### src/rtl/pmci_spi_cmd_seq_pkg.sv
// ---- pmci_spi_seq_pkg : offsets, bit positions and enums for the SPI command sequencer (rev 1.0) ----
`default_nettype none

package pmci_spi_seq_pkg;

  localparam logic [1:0] SPI_CSR_OFS   = 2'd0;
  localparam logic [1:0] SPI_AR_OFS    = 2'd1;
  localparam logic [1:0] SPI_RD_DR_OFS = 2'd2;
  localparam logic [1:0] SPI_WR_DR_OFS = 2'd3;

  localparam int CMD_LSB  = 0;
  localparam int CMD_MSB  = 1;
  localparam int BUSY_BIT = 2;
  localparam int TOUT_BIT = 3;
  localparam int OVR_BIT  = 4;

  typedef enum logic [1:0] {
    CMD_NONE  = 2'd0,
    CMD_WRITE = 2'd1,
    CMD_READ  = 2'd2,
    CMD_RSVD  = 2'd3
  } t_cmd;

  typedef enum logic [1:0] {
    S_IDLE    = 2'd0,
    S_WR_REQ  = 2'd1,
    S_RD_REQ  = 2'd2,
    S_RD_WAIT = 2'd3
  } t_seq_state;

  function automatic logic [31:0] csr_pack(input t_cmd cmd, input logic busy,
                                           input logic tout, input logic ovr);
    logic [31:0] v;
    v                  = '0;
    v[CMD_MSB:CMD_LSB] = cmd;
    v[BUSY_BIT]        = busy;
    v[TOUT_BIT]        = tout;
    v[OVR_BIT]         = ovr;
    return v;
  endfunction

endpackage

`default_nettype wire

### src/rtl/pmci_spi_seq_timer.sv
// ---- pmci_spi_seq_timer : saturating transaction cycle counter with expiry flag (rev 1.0) ----
`default_nettype none

module pmci_spi_seq_timer #(
  parameter int LIMIT = 1024
) (
  input  logic clk,
  input  logic rst_n,
  input  logic clr,
  input  logic en,
  output logic expired
);

  localparam int CW = (LIMIT > 0) ? $clog2(LIMIT + 1) : 1;

  generate
    if (LIMIT == 0) begin : g_off
      assign expired = 1'b0;
    end else begin : g_on
      localparam logic [CW-1:0] LIM = CW'(LIMIT);
      logic [CW-1:0] cnt;

      always_ff @(posedge clk or negedge rst_n) begin
        if (!rst_n) begin
          cnt <= '0;
        end else if (clr) begin
          cnt <= '0;
        end else if (en && (cnt != LIM)) begin
          cnt <= cnt + CW'(1);
        end
      end

      // Flags the cycle whose increment brings the count to LIMIT, so a
      // transaction is allowed exactly LIMIT busy cycles.
      assign expired = en && (cnt >= (LIM - CW'(1)));
    end
  endgenerate

endmodule

`default_nettype wire

### src/rtl/pmci_spi_cmd_seq.sv
// ---- pmci_spi_cmd_seq : CSR-programmed single-transaction Avalon-MM command sequencer (rev 1.0) ----
`default_nettype none

module pmci_spi_cmd_seq
  import pmci_spi_seq_pkg::*;
#(
  parameter int AW          = 32,
  parameter int TIMEOUT_CYC = 1024
) (
  input  logic          clk,
  input  logic          rst_n,
  input  logic          csr_wr,
  input  logic          csr_rd,
  input  logic [1:0]    csr_addr,
  input  logic [31:0]   csr_wdata,
  output logic [31:0]   csr_rdata,
  output logic          csr_rdvalid,
  output logic [AW-1:0] avm_address,
  output logic          avm_read,
  output logic          avm_write,
  output logic [31:0]   avm_writedata,
  input  logic [31:0]   avm_readdata,
  input  logic          avm_readdatavalid,
  input  logic          avm_waitrequest
);

  t_seq_state    state;
  t_cmd          act_cmd;
  logic [AW-1:0] spi_ar;
  logic [31:0]   wr_dr;
  logic [31:0]   rd_dr;
  logic          tout_err;
  logic          ovr_err;

  logic          busy;
  logic          wr_csr, wr_ar, wr_wdr;
  t_cmd          wcmd;
  logic          cmd_go;
  logic          ovr_hit;
  logic          csr_taken;
  logic          expired;
  logic          tout_fire;
  logic [31:0]   rd_mux;

  assign busy   = (state != S_IDLE);
  assign wr_csr = csr_wr && (csr_addr == SPI_CSR_OFS);
  assign wr_ar  = csr_wr && (csr_addr == SPI_AR_OFS);
  assign wr_wdr = csr_wr && (csr_addr == SPI_WR_DR_OFS);
  assign wcmd   = t_cmd'(csr_wdata[CMD_MSB:CMD_LSB]);
  assign cmd_go = wr_csr && ((wcmd == CMD_WRITE) || (wcmd == CMD_READ));

  // A command while busy is dropped whole, W1C bits included.
  assign ovr_hit   = busy && (wr_ar || wr_wdr || cmd_go);
  assign csr_taken = wr_csr && !(busy && cmd_go);

  pmci_spi_seq_timer #(
    .LIMIT (TIMEOUT_CYC)
  ) u_timer (
    .clk     (clk),
    .rst_n   (rst_n),
    .clr     (!busy),
    .en      (busy),
    .expired (expired)
  );

  // Completion in the same cycle as expiry takes priority over the abort.
  always_comb begin
    tout_fire = 1'b0;
    case (state)
      S_WR_REQ, S_RD_REQ: tout_fire = expired && avm_waitrequest;
      S_RD_WAIT:          tout_fire = expired && !avm_readdatavalid;
      default:            tout_fire = 1'b0;
    endcase
  end

  always_ff @(posedge clk or negedge rst_n) begin
    if (!rst_n) begin
      state         <= S_IDLE;
      act_cmd       <= CMD_NONE;
      avm_read      <= 1'b0;
      avm_write     <= 1'b0;
      avm_address   <= '0;
      avm_writedata <= '0;
      rd_dr         <= '0;
    end else begin
      case (state)
        S_IDLE: begin
          if (cmd_go) begin
            avm_address   <= spi_ar;
            avm_writedata <= wr_dr;
            act_cmd       <= wcmd;
            if (wcmd == CMD_WRITE) begin
              state     <= S_WR_REQ;
              avm_write <= 1'b1;
            end else begin
              state    <= S_RD_REQ;
              avm_read <= 1'b1;
            end
          end
        end
        S_WR_REQ: begin
          if (!avm_waitrequest || tout_fire) begin
            avm_write <= 1'b0;
            act_cmd   <= CMD_NONE;
            state     <= S_IDLE;
          end
        end
        S_RD_REQ: begin
          if (!avm_waitrequest) begin
            avm_read <= 1'b0;
            state    <= S_RD_WAIT;
          end else if (tout_fire) begin
            avm_read <= 1'b0;
            act_cmd  <= CMD_NONE;
            state    <= S_IDLE;
          end
        end
        S_RD_WAIT: begin
          if (avm_readdatavalid) begin
            rd_dr   <= avm_readdata;
            act_cmd <= CMD_NONE;
            state   <= S_IDLE;
          end else if (tout_fire) begin
            act_cmd <= CMD_NONE;
            state   <= S_IDLE;
          end
        end
        default: begin
          avm_read  <= 1'b0;
          avm_write <= 1'b0;
          act_cmd   <= CMD_NONE;
          state     <= S_IDLE;
        end
      endcase
    end
  end

  always_ff @(posedge clk or negedge rst_n) begin
    if (!rst_n) begin
      spi_ar   <= '0;
      wr_dr    <= '0;
      tout_err <= 1'b0;
      ovr_err  <= 1'b0;
    end else begin
      if (wr_ar && !busy) begin
        spi_ar <= csr_wdata[AW-1:0];
      end
      if (wr_wdr && !busy) begin
        wr_dr <= csr_wdata;
      end
      tout_err <= tout_fire | (tout_err & ~(csr_taken & csr_wdata[TOUT_BIT]));
      ovr_err  <= ovr_hit   | (ovr_err  & ~(csr_taken & csr_wdata[OVR_BIT]));
    end
  end

  always_comb begin
    rd_mux = '0;
    case (csr_addr)
      SPI_CSR_OFS:   rd_mux = csr_pack(act_cmd, busy, tout_err, ovr_err);
      SPI_AR_OFS:    rd_mux = 32'(spi_ar);
      SPI_RD_DR_OFS: rd_mux = rd_dr;
      SPI_WR_DR_OFS: rd_mux = wr_dr;
      default:       rd_mux = '0;
    endcase
  end

  // Registered read path: the response reflects register state before any
  // write landing on the same edge.
  always_ff @(posedge clk or negedge rst_n) begin
    if (!rst_n) begin
      csr_rdvalid <= 1'b0;
      csr_rdata   <= '0;
    end else begin
      csr_rdvalid <= csr_rd;
      if (csr_rd) begin
        csr_rdata <= rd_mux;
      end
    end
  end

endmodule

`default_nettype wire
### config.mk
export PLATFORM = sky130hd
export DESIGN_NAME = pmci_spi_cmd_seq
export DESIGN_NICKNAME = d
export VERILOG_FILES = /design/src/rtl/pmci_spi_cmd_seq_pkg.sv /design/src/rtl/pmci_spi_seq_timer.sv /design/src/rtl/pmci_spi_cmd_seq.sv
export SDC_FILE = /design/constraint.sdc
export NUM_CORES = 1
export LEC_CHECK = 0
export CORE_MARGIN = 8
export CORE_UTILIZATION = 56
export CTS_CLUSTER_DIAMETER = 100
export DETAILED_ROUTE_END_ITERATION = 7
export GPL_ROUTABILITY_DRIVEN = 0
export PLACE_DENSITY = 0.85
export SYNTH_ARGS = -nofsm -noshare
export SYNTH_HDL_FRONTEND = slang
export SYNTH_SLANG_ARGS = --single-unit
### constraint.sdc
create_clock -name clk -period 4.5 [get_ports clk]
set_input_delay 1.35 -clock clk [delete_from_list [all_inputs] [get_ports clk]]
set_output_delay 1.35 -clock clk [all_outputs]
set_load 0.03 [all_outputs]
======== After elaboration in Yosys (flattened, before gate mapping) ========
Cells that the tools add are included.
operators by class
  $add $sub $neg .......................... 1
  $lt $le $gt $ge ......................... 1
  equal/unequal tests ..................... 16
  muxes and demuxes ....................... 25
  bitwise logic cells ..................... 8
  reduce and logical (&&, ||, !) cells .... 33
operators with widths
  cell                     count
  $pmux W32 S4             1
  $mux W11                 2
  $mux W2                  10
  $pmux W2 S4              2
  $logic_and A1 B1 Y1      13
  $add A11 B1 Y11 const B  1
  $ge A11 B10 Y1 const B   1
  $ne A11 B11 Y1 const B   1
  $eq A2 B2 Y1 const B     5
  $ne A2 B2 Y1 const B     5
  $reduce_and A4 Y1        2
  $mux W1                  7
  $eq A2 B1 Y1 const B     3
  $pmux W1 S2              3
  $reduce_and A2 Y1        3
  $reduce_bool A2 Y1       3
  $and A1 B1 Y1            4
  $logic_not A1 Y1         4
  $logic_not A2 Y1         2
  $logic_or A1 B1 Y1       4
  $ne A3 B3 Y1 const B     1
  $reduce_and A3 Y1        1
  $ne A2 B1 Y1 const B     1
  $not A1 Y1               2
  2 further kinds          3
storage, ports and cells
  bits in registers ....................... 212
  bits of input ports ..................... 72
  output and inout bits ................... 99
  logic and storage cells ................. 98

======== Logic depth before layout (Yosys ltp) ========
Gate-level depths: netlist of run 1.
  word-level depth ........................ 10
  mapped depth ............................ 8

======== Hierarchy ========
A second synthesis of run 1 with hierarchy kept.
second synthesis, totals
  cell total of the unflattened synthesis .. 632
  area total of the unflattened synthesis .. 9066.2 um2
by module, submodules not included
  module              times used  cells an instance  area each (um2)  seq. area each (um2)
  pmci_spi_cmd_seq    1           564                8419.3           5029.8
  pmci_spi_seq_timer  1           68                 646.9            275.3

======== Least setup slack after synthesis of run 1 ========
No wires, ideal clock.
  path kind ............................... input -> register
  start point ............................. in csr_wdata[1]
  end point ............................... reg avm_address[0]
  data arrival time ....................... 2.800 ns
  setup slack ............................. 1.583 ns
  stages on the path ...................... 8
  path buffers ............................ 2
  path through ............................ inv_1 -> ha_1 -> or4b_4 -> or2_1 -> buf_6 -> buf_6 -> nand2_1 -> nand2_1
on the way
  longest elaborated chain between the ends .. 4
RTL lines
  item                                                 line                    text
  start, declared                                      pmci_spi_cmd_seq.sv:15  input logic [31:0] csr_wdata,
  $eq A2 B1 Y1 / $eq A2 B2 Y1 (equally long branches)  pmci_spi_cmd_seq.sv:50  assign cmd_go = wr_csr && ((wcmd == CMD_WRITE) || (wcmd == CMD_READ));
  $logic_or A1 B1 Y1 (*)                               pmci_spi_cmd_seq.sv:50
  $logic_and A1 B1 Y1 (*)                              pmci_spi_cmd_seq.sv:50
  $reduce_and A2 Y1 (no line) (*)                      --
  end signal, assigned                                 pmci_spi_cmd_seq.sv:89  avm_address <= spi_ar;
  end, declared                                        pmci_spi_cmd_seq.sv:18  output logic [AW-1:0] avm_address,
Every way passes the cells marked *; elsewhere a longest branch is shown, timed or not.
A chain may end at the register's enable or synchronous reset.

======== Worst setup path after layout of run 1 ========
  start point ............................. in csr_wdata[1]
  end point ............................... reg avm_read
on the way
  longest elaborated chain between the ends .. 5
RTL lines
  item                                                 line                                            text
  $eq A2 B1 Y1 / $eq A2 B2 Y1 (equally long branches)  pmci_spi_cmd_seq.sv:50, pmci_spi_cmd_seq.sv:92
  $logic_or A1 B1 Y1                                   pmci_spi_cmd_seq.sv:50
  $logic_and A1 B1 Y1                                  pmci_spi_cmd_seq.sv:50
  $ne A2 B2 Y1 (no line)                               --
  $reduce_and A4 Y1 (no line) (*)                      --
  end signal, assigned                                 pmci_spi_cmd_seq.sv:80                          avm_read <= 1'b0;
  end signal, assigned                                 pmci_spi_cmd_seq.sv:97                          avm_read <= 1'b1;
  end signal, assigned                                 pmci_spi_cmd_seq.sv:110                         avm_read <= 1'b0;
  end, declared                                        pmci_spi_cmd_seq.sv:19                          output logic avm_read,
Marks and branches as above.

==> results of run 1 <==
==> flip-flops by register name (all words and copies together), names as in the netlist <==
signal            count
act_cmd               2
avm_address          32
avm_read              1
avm_write             1
avm_writedata        32
csr_rdata            32
csr_rdvalid           1
ovr_err               1
rd_dr                32
spi_ar               32
state                 2
tout_err              1
u_timer.g_on.cnt     11
wr_dr                32
==> logic make-up (layout without fill, tap and decap cells) <==
logic type               after synthesis  count (layout)  share of synthesized area [%]
buffers and inverters                 48             230                           2.92
flip-flops                           212             212                           60.1
AO/OA/AOI/OAI                         77              77                           5.70
adder cells (fa/ha/maj)                3               3                          0.425
XOR/XNOR                               8               8                          0.794
multiplexers                         133             133                           17.6
AND/OR/NAND/NOR                      270             270                           12.4
==> how the worst max path moves through the flow <==
stage	endpoint	slack [ns]
finish	avm_read$_DFFE_PN0P_	1.22
global route	avm_read$_DFFE_PN0P_	1.15
CTS	avm_read$_DFFE_PN0P_	1.23
detailed placement	avm_read$_DFFE_PN0P_	0.71
global placement	avm_read$_DFFE_PN0P_	0.78
floorplan	avm_address[0]$_DFFE_PN0P_	1.58
==> cells in the final DEF (no fill, tap or decap), drive strengths merged, types with 2 or more instances in the layout <==
| cell type | instances |
|---|---|
| mux2 | 127 |
| a31oi | 2 |
| a22oi | 29 |
| o21ai | 3 |
| nor4 | 2 |
| nand4 | 3 |
| nand3 | 6 |
| xnor2 | 3 |
| nor3 | 2 |
| mux4 | 5 |
| ha | 3 |
| or2 | 3 |
| clkinv | 2 |
| nand3b | 2 |
| buf | 22 |
| clkdlybuf4s50 | 166 |
| a21oi | 31 |
| and4 | 3 |
| o2111ai | 2 |
| xor2 | 5 |
| nand2 | 198 |
| nor2 | 45 |
| dfrtp | 212 |
| a21o | 2 |
| inv | 5 |
| clkbuf | 35 |
==> worst max-delay path: stages <==
cell and delay [ns]:
sky130_fd_sc_hd__clkdlybuf4s50_1 0.51, sky130_fd_sc_hd__inv_1 0.07, sky130_fd_sc_hd__ha_1 0.33, sky130_fd_sc_hd__or4b_4 0.55, sky130_fd_sc_hd__or2_2 0.31, sky130_fd_sc_hd__buf_4 0.26, sky130_fd_sc_hd__nor2_1 0.13, sky130_fd_sc_hd__a2bb2oi_1 0.17
==> cells in the mapped netlist (all sizes together) (2+ instances only) <==
cell type,n
a21o,2
clkbuf,13
inv,4
xnor2,3
xor2,5
mux2,127
o21ai,3
nand3b,2
buf,31
mux4,5
and4,3
nor2,45
or2,3
dfrtp,212
o2111ai,2
nor3,2
ha,3
a22oi,29
nand2,198
a31oi,2
nand3,6
nor4,2
nand4,3
a21oi,31
==> area by class of cell <==
cell class / count / area, sq um
clock inverter: 3 / 18.8
fill: 1125 / 4290
inverter: 4 / 15.0
multi-input combinational: 491 / 3280
sequential: 212 / 5310
tap: 216 / 270
timing repair buffer: 189 / 1830
clock buffer: 34 / 637
==> per-layer routing <==
layer  up-vias  GRT usage, %
li1       2905             -
met1      3212          29.7
met2       234          38.1
met3        40          3.97
met4         0          8.14
met5         -             0
==> where the power goes <==
part	switching, mW	leakage, nW	total [mW]	internal, mW
combinational	1.49	2.23	2.83	1.34
sequential	0.566	2.63	3.28	2.72
clock	0.714	0.321	1.68	0.971
==> per-stage QoR <==
step	utilization [%]	total power [mW]	setup WS (ns)	hold WS (ns)
floorplan	-	4.90	1.58	0.445
global placement	68.4	6.00	0.779	0.457
detailed placement	68.4	6.12	0.708	0.461
CTS	72.6	7.83	1.23	0.477
global route	72.6	8.18	1.15	0.493
finish	72.6	7.79	1.22	0.474
==> out/results.tsv, run 1 <==
metric	value	unit
postCtsHoldBufs	0	
drv.max_cap_violation_count	0	
static-leakage-power	5.19	nW
start_util	56.4	%
synth_async_sr_flop_share	100	%
pin_count	171	
distinct_cells_synth	46	
yosys_warnings	0	
endpoint_kind	flip-flop	
ant_nets	0	
dieArea	0.0200	sq mm
rsz_0062_raised_after_global_routing	false	
clock_tree.htree_level_count	1	
met2_wirelength	11.1	mm
worst_hold_path_type	reg -> reg	
detail_route.wirelength	22.7	mm
largest_buffer_count_on_any_clock_path	3	
synth_sequential_area_ratio	60.1	%
max_clock_freq	305	MHz
worst_setup_hold_path_clk_slew	0.06	ns
final_layout_size_suffix_gt1_share	19.3	%
first_global_vias	6836	
synth-edff-count	0	
clock_sink_count	212	
yosys_most_used_dff	sky130_fd_sc_hd__dfrtp_1	
design_area	0.0114	sq mm
place_inst	1112	
hold_path_depth	2	
timing_worst_slew_pin_value	0.945	ns
topRoutingLayerUsed	met4	
global_route_wire_length_before_repair	36.5	mm
min_to	avm_writedata[18]$_DFFE_PN0P_	
p_per_area	686	mW/mm^2
number_of_register_bits_inferred_by_synthesis	212	
vias_per_cell	5.56	
cts_setup_buffers	0	
first_pass_iters	5	
worstReg2RegEnd	spi_ar[21]$_DFFE_PN0P_	
detail_route.wirelength.met1	9.58	mm
die_width	142	um
reg2reg_from	state[1]$_DFFE_PN0P_	
worst-r2r-setup-slack	2.52	ns
wl_met3	1.41	mm
num_vias	6391	
wl_per_cell	19.7	um
clock_insertion_delay_worst_skew	0.49	ns
run_status	completed	
total_track_usage	22.9	%
grt.overflow.total	0	
post_dp_cell_area	0.0107	sq mm
critPathMaxFanout	37	
die_height	142	um
final.setup.tns	0	ns
cts_made_buffers	22	
clockRootBuffer	sky130_fd_sc_hd__clkbuf_16	
slew_headroom	36.7	%
antenna_cells	0	
largest_net_degree_at_the_start_of_global_routing	100	
final_period_minus_worst_setup_slack	3.28	ns
num_rows	46	
timing.final.max_slew_violations	0	
synth_area_leader_cell	sky130_fd_sc_hd__dfrtp_1	
final-instance-count-excl-fill	1149	
place.port_buffers	170	
syn-mean-instance-area	11.8	sq um
tritoncts	built	
fin_nets	995	
ctsResizeCount	0	
cp.arrival	3.69	ns
ys_top_cells_by_area	sky130_fd_sc_hd__dfrtp_1 60%, sky130_fd_sc_hd__mux2_2 15%, sky130_fd_sc_hd__nand2_1 8.4%	
finalClockSkew	0.0142	ns
fp.coreArea	0.0157	sq mm
timing.final.crit_share	73.0	%
timing_worst_setup_path_type	in -> reg	
dp.final_hpwl	15.1	mm
synthCells	751	
detail_route.drc_violations	0	
critical_path_required	4.91	ns
area_growth_syn_to_layout	28.8	%
detailedRoute.firstIterationViolations	399	
vdd_drop_max	0.387	mV
synthesis.area	0.00882	sq mm
timing.critical_path.from_type	primary input	
setup_crit_start	csr_wdata[1]	
worstHoldStart	avm_writedata[18]$_DFFE_PN0P_	
yosys.area.top_type_share	60.1	%
timing.final.setup_violations	0	
hold_viol	0	
r2r.worst_path.cells	4	
synthesis.nets	826	
grt_antenna_before_repair	0	
No activity file was read; power rests on OpenSTA's default activity.
==> run 2: changes to the inputs <==
Settings changed: CORE_UTILIZATION 56 to 47, PLACE_DENSITY 0.85 to 0.76.
Clock period 4.5 ns to 2.9 ns, I/O delays scaled along.
==> out/results.tsv, run 2 (synthesized netlist as in run 1, its figures left out) <==
metric	value	unit	change
timing.critical_path.from_type	primary input		
timing.final.setup_violations	0		unchanged
clock_insertion_delay_worst_skew	0.50	ns	about the same
area_growth_syn_to_layout	32.6	%	
dp.final_hpwl	15.1	mm	about the same
wl_per_cell	19.2	um	-2.8%
postCtsHoldBufs	0		unchanged
grt.overflow.total	0		unchanged
num_vias	6315		-1.2%
clock_sink_count	212		unchanged
hold_viol	0		unchanged
start_util	47.5	%	-8.9 points
worst-r2r-setup-slack	0.99	ns	-1.53 ns
clock_tree.htree_level_count	1		unchanged
vias_per_cell	5.35		-3.8%
clockRootBuffer	sky130_fd_sc_hd__clkbuf_16		
drv.max_cap_violation_count	0		unchanged
vdd_drop_max	0.588	mV	+52%
finalClockSkew	0.00861	ns	-0.00562 ns
fin_util	63.0	%	-9.6 points
place_inst	1138		+2.3%
ctsResizeCount	0		unchanged
cts_made_buffers	22		unchanged
critPathMaxFanout	4		-89%
detailedRoute.firstIterationViolations	334		-16%
layout.cells.most_common_list	212 x sky130_fd_sc_hd__dfrtp_1, 198 x sky130_fd_sc_hd__nand2_1, 166 x sky130_fd_sc_hd__clkdlybuf4s50_1		
layout_commonest_cell	sky130_fd_sc_hd__dfrtp_1		
pin_count	171		unchanged
final-instance-count-excl-fill	1180		+2.7%
die_height	153	um	+8.1%
preCtsSetupSlack	-0.143	ns	-0.851 ns
num_rows	50		+8.7%
timing.final.crit_share	87.4	%	
timing_worst_slew_pin_value	0.560	ns	-0.384 ns
final.setup.worst_slack	0.364	ns	-0.853 ns
endpoint_kind	flip-flop		
global_route_wire_length_before_repair	37.0	mm	+1.3%
fin_nets	1003		+0.80%
final_layout_size_suffix_gt1_share	21.0	%	+1.7 points
max_clock_freq	394	MHz	
largest_buffer_count_on_any_clock_path	3		unchanged
first_pass_iters	4		-1
rsz_0062_raised_after_global_routing	false		
run_status	completed		
reg2reg_from	state[0]$_DFFE_PN0P_		
slew_headroom	62.7	%	+26 points
grt_antenna_before_repair	3		+3
timing_worst_setup_path_type	in -> reg		
worst_hold_path_type	in -> async		
tritoncts	built		
dieArea	0.0234	sq mm	+17%
final_period_minus_worst_setup_slack	2.54	ns	
static-leakage-power	5.34	nW	+2.9%
worst_setup_hold_path_clk_slew	0.06	ns	about the same
timing.final.max_slew_violations	0		unchanged
detail_route.wirelength	22.6	mm	-0.16%
fp.coreArea	0.0186	sq mm	+19%
p_per_area	1080	mW/mm^2	+57%
first_global_vias	6758		-1.1%
critical_path_required	3.28	ns	-1.63 ns
largest_net_degree_at_the_start_of_global_routing	69		-31%
place.port_buffers	170		unchanged
cp.arrival	2.91	ns	-0.78 ns
setup_crit_start	csr_wdata[1]		
die_width	153	um	+8.1%
cts_setup_buffers	0		unchanged
total_track_usage	19.4	%	-3.4 points
detail_route.drc_violations	0		unchanged
ant_nets	0		unchanged
==> run 2: changes by cell type in the layout (fill, tap and decap cells not counted) <==
cell / change
sky130_fd_sc_hd__diode_2: +2
sky130_fd_sc_hd__clkinv_2: +4
sky130_fd_sc_hd__nor2b_2: -1
sky130_fd_sc_hd__clkinvlp_4: +2
sky130_fd_sc_hd__inv_6: -1
sky130_fd_sc_hd__bufinv_16: +5
sky130_fd_sc_hd__buf_12: +8
sky130_fd_sc_hd__nor2b_4: +1
sky130_fd_sc_hd__clkbuf_1: -7
==> run 2: metrics by stage <==
| stage | TNS (ns) | cell area, sq um | hold WS [ns] | total power [mW] |
|---|---|---|---|---|
| finish | 0 | 11700 | 0.366 | 12.6 |
| detailed placement | -5.35 | 10900 | 0.467 | 9.53 |
| CTS | 0 | 11700 | 0.386 | 12.7 |
| global placement | -4.29 | 10900 | 0.457 | 9.39 |
| global route | 0 | 11700 | 0.404 | 13.2 |
| floorplan | 0 | 8820 | 0.445 | 7.60 |
==> run 2: final cells by class <==
cell class	instances	area, sq um
multi-input cells	491	3290
inverters	4	15.0
diodes	2	5.00
clock buffers	27	611
repair buffers	197	1990
well taps	234	293
flip-flops and latches	212	5310
clock inverters	13	195
fillers	1471	6880
==> run 2: power breakdown <==
part	internal (mW)	leakage [nW]	total, mW	switching, mW
clock network	1.94	0.395	3.10	1.15
registers	4.22	2.63	5.10	0.890
logic	2.11	2.31	4.38	2.28
==> run 2: path summary, 6_finish.rpt <==
check	end	cells past startpoint
setup / recovery	act_cmd[1]$_DFFE_PN0P_	8
hold / removal	rd_dr[3]$_DFFE_PN0P_	1
setup reg to reg	spi_ar[11]$_DFFE_PN0P_	4
hold reg to reg	avm_writedata[3]$_DFFE_PN0P_	2
max in group asynchronous	spi_ar[25]$_DFFE_PN0P_	2
min in group clk	avm_writedata[3]$_DFFE_PN0P_	2
==> run 2: per-layer routing <==
metal | vias up | GRT usage (%) | wire length, um
li1 | 2920 | - | -
met1 | 3175 | 24.2 | 9600
met2 | 184 | 33.4 | 11200
met3 | 34 | 4.34 | 1280
met4 | 2 | 5.56 | 497
met5 | - | 0 | 13
==> run 2: critical path, cell delays in order <==
cell and delay [ns]:
sky130_fd_sc_hd__clkdlybuf4s50_1 0.47, sky130_fd_sc_hd__inv_1 0.05, sky130_fd_sc_hd__ha_1 0.28, sky130_fd_sc_hd__or4b_4 0.49
sky130_fd_sc_hd__buf_4 0.17, sky130_fd_sc_hd__a221o_1 0.34, sky130_fd_sc_hd__a22oi_1 0.17, sky130_fd_sc_hd__nor2_1 0.07
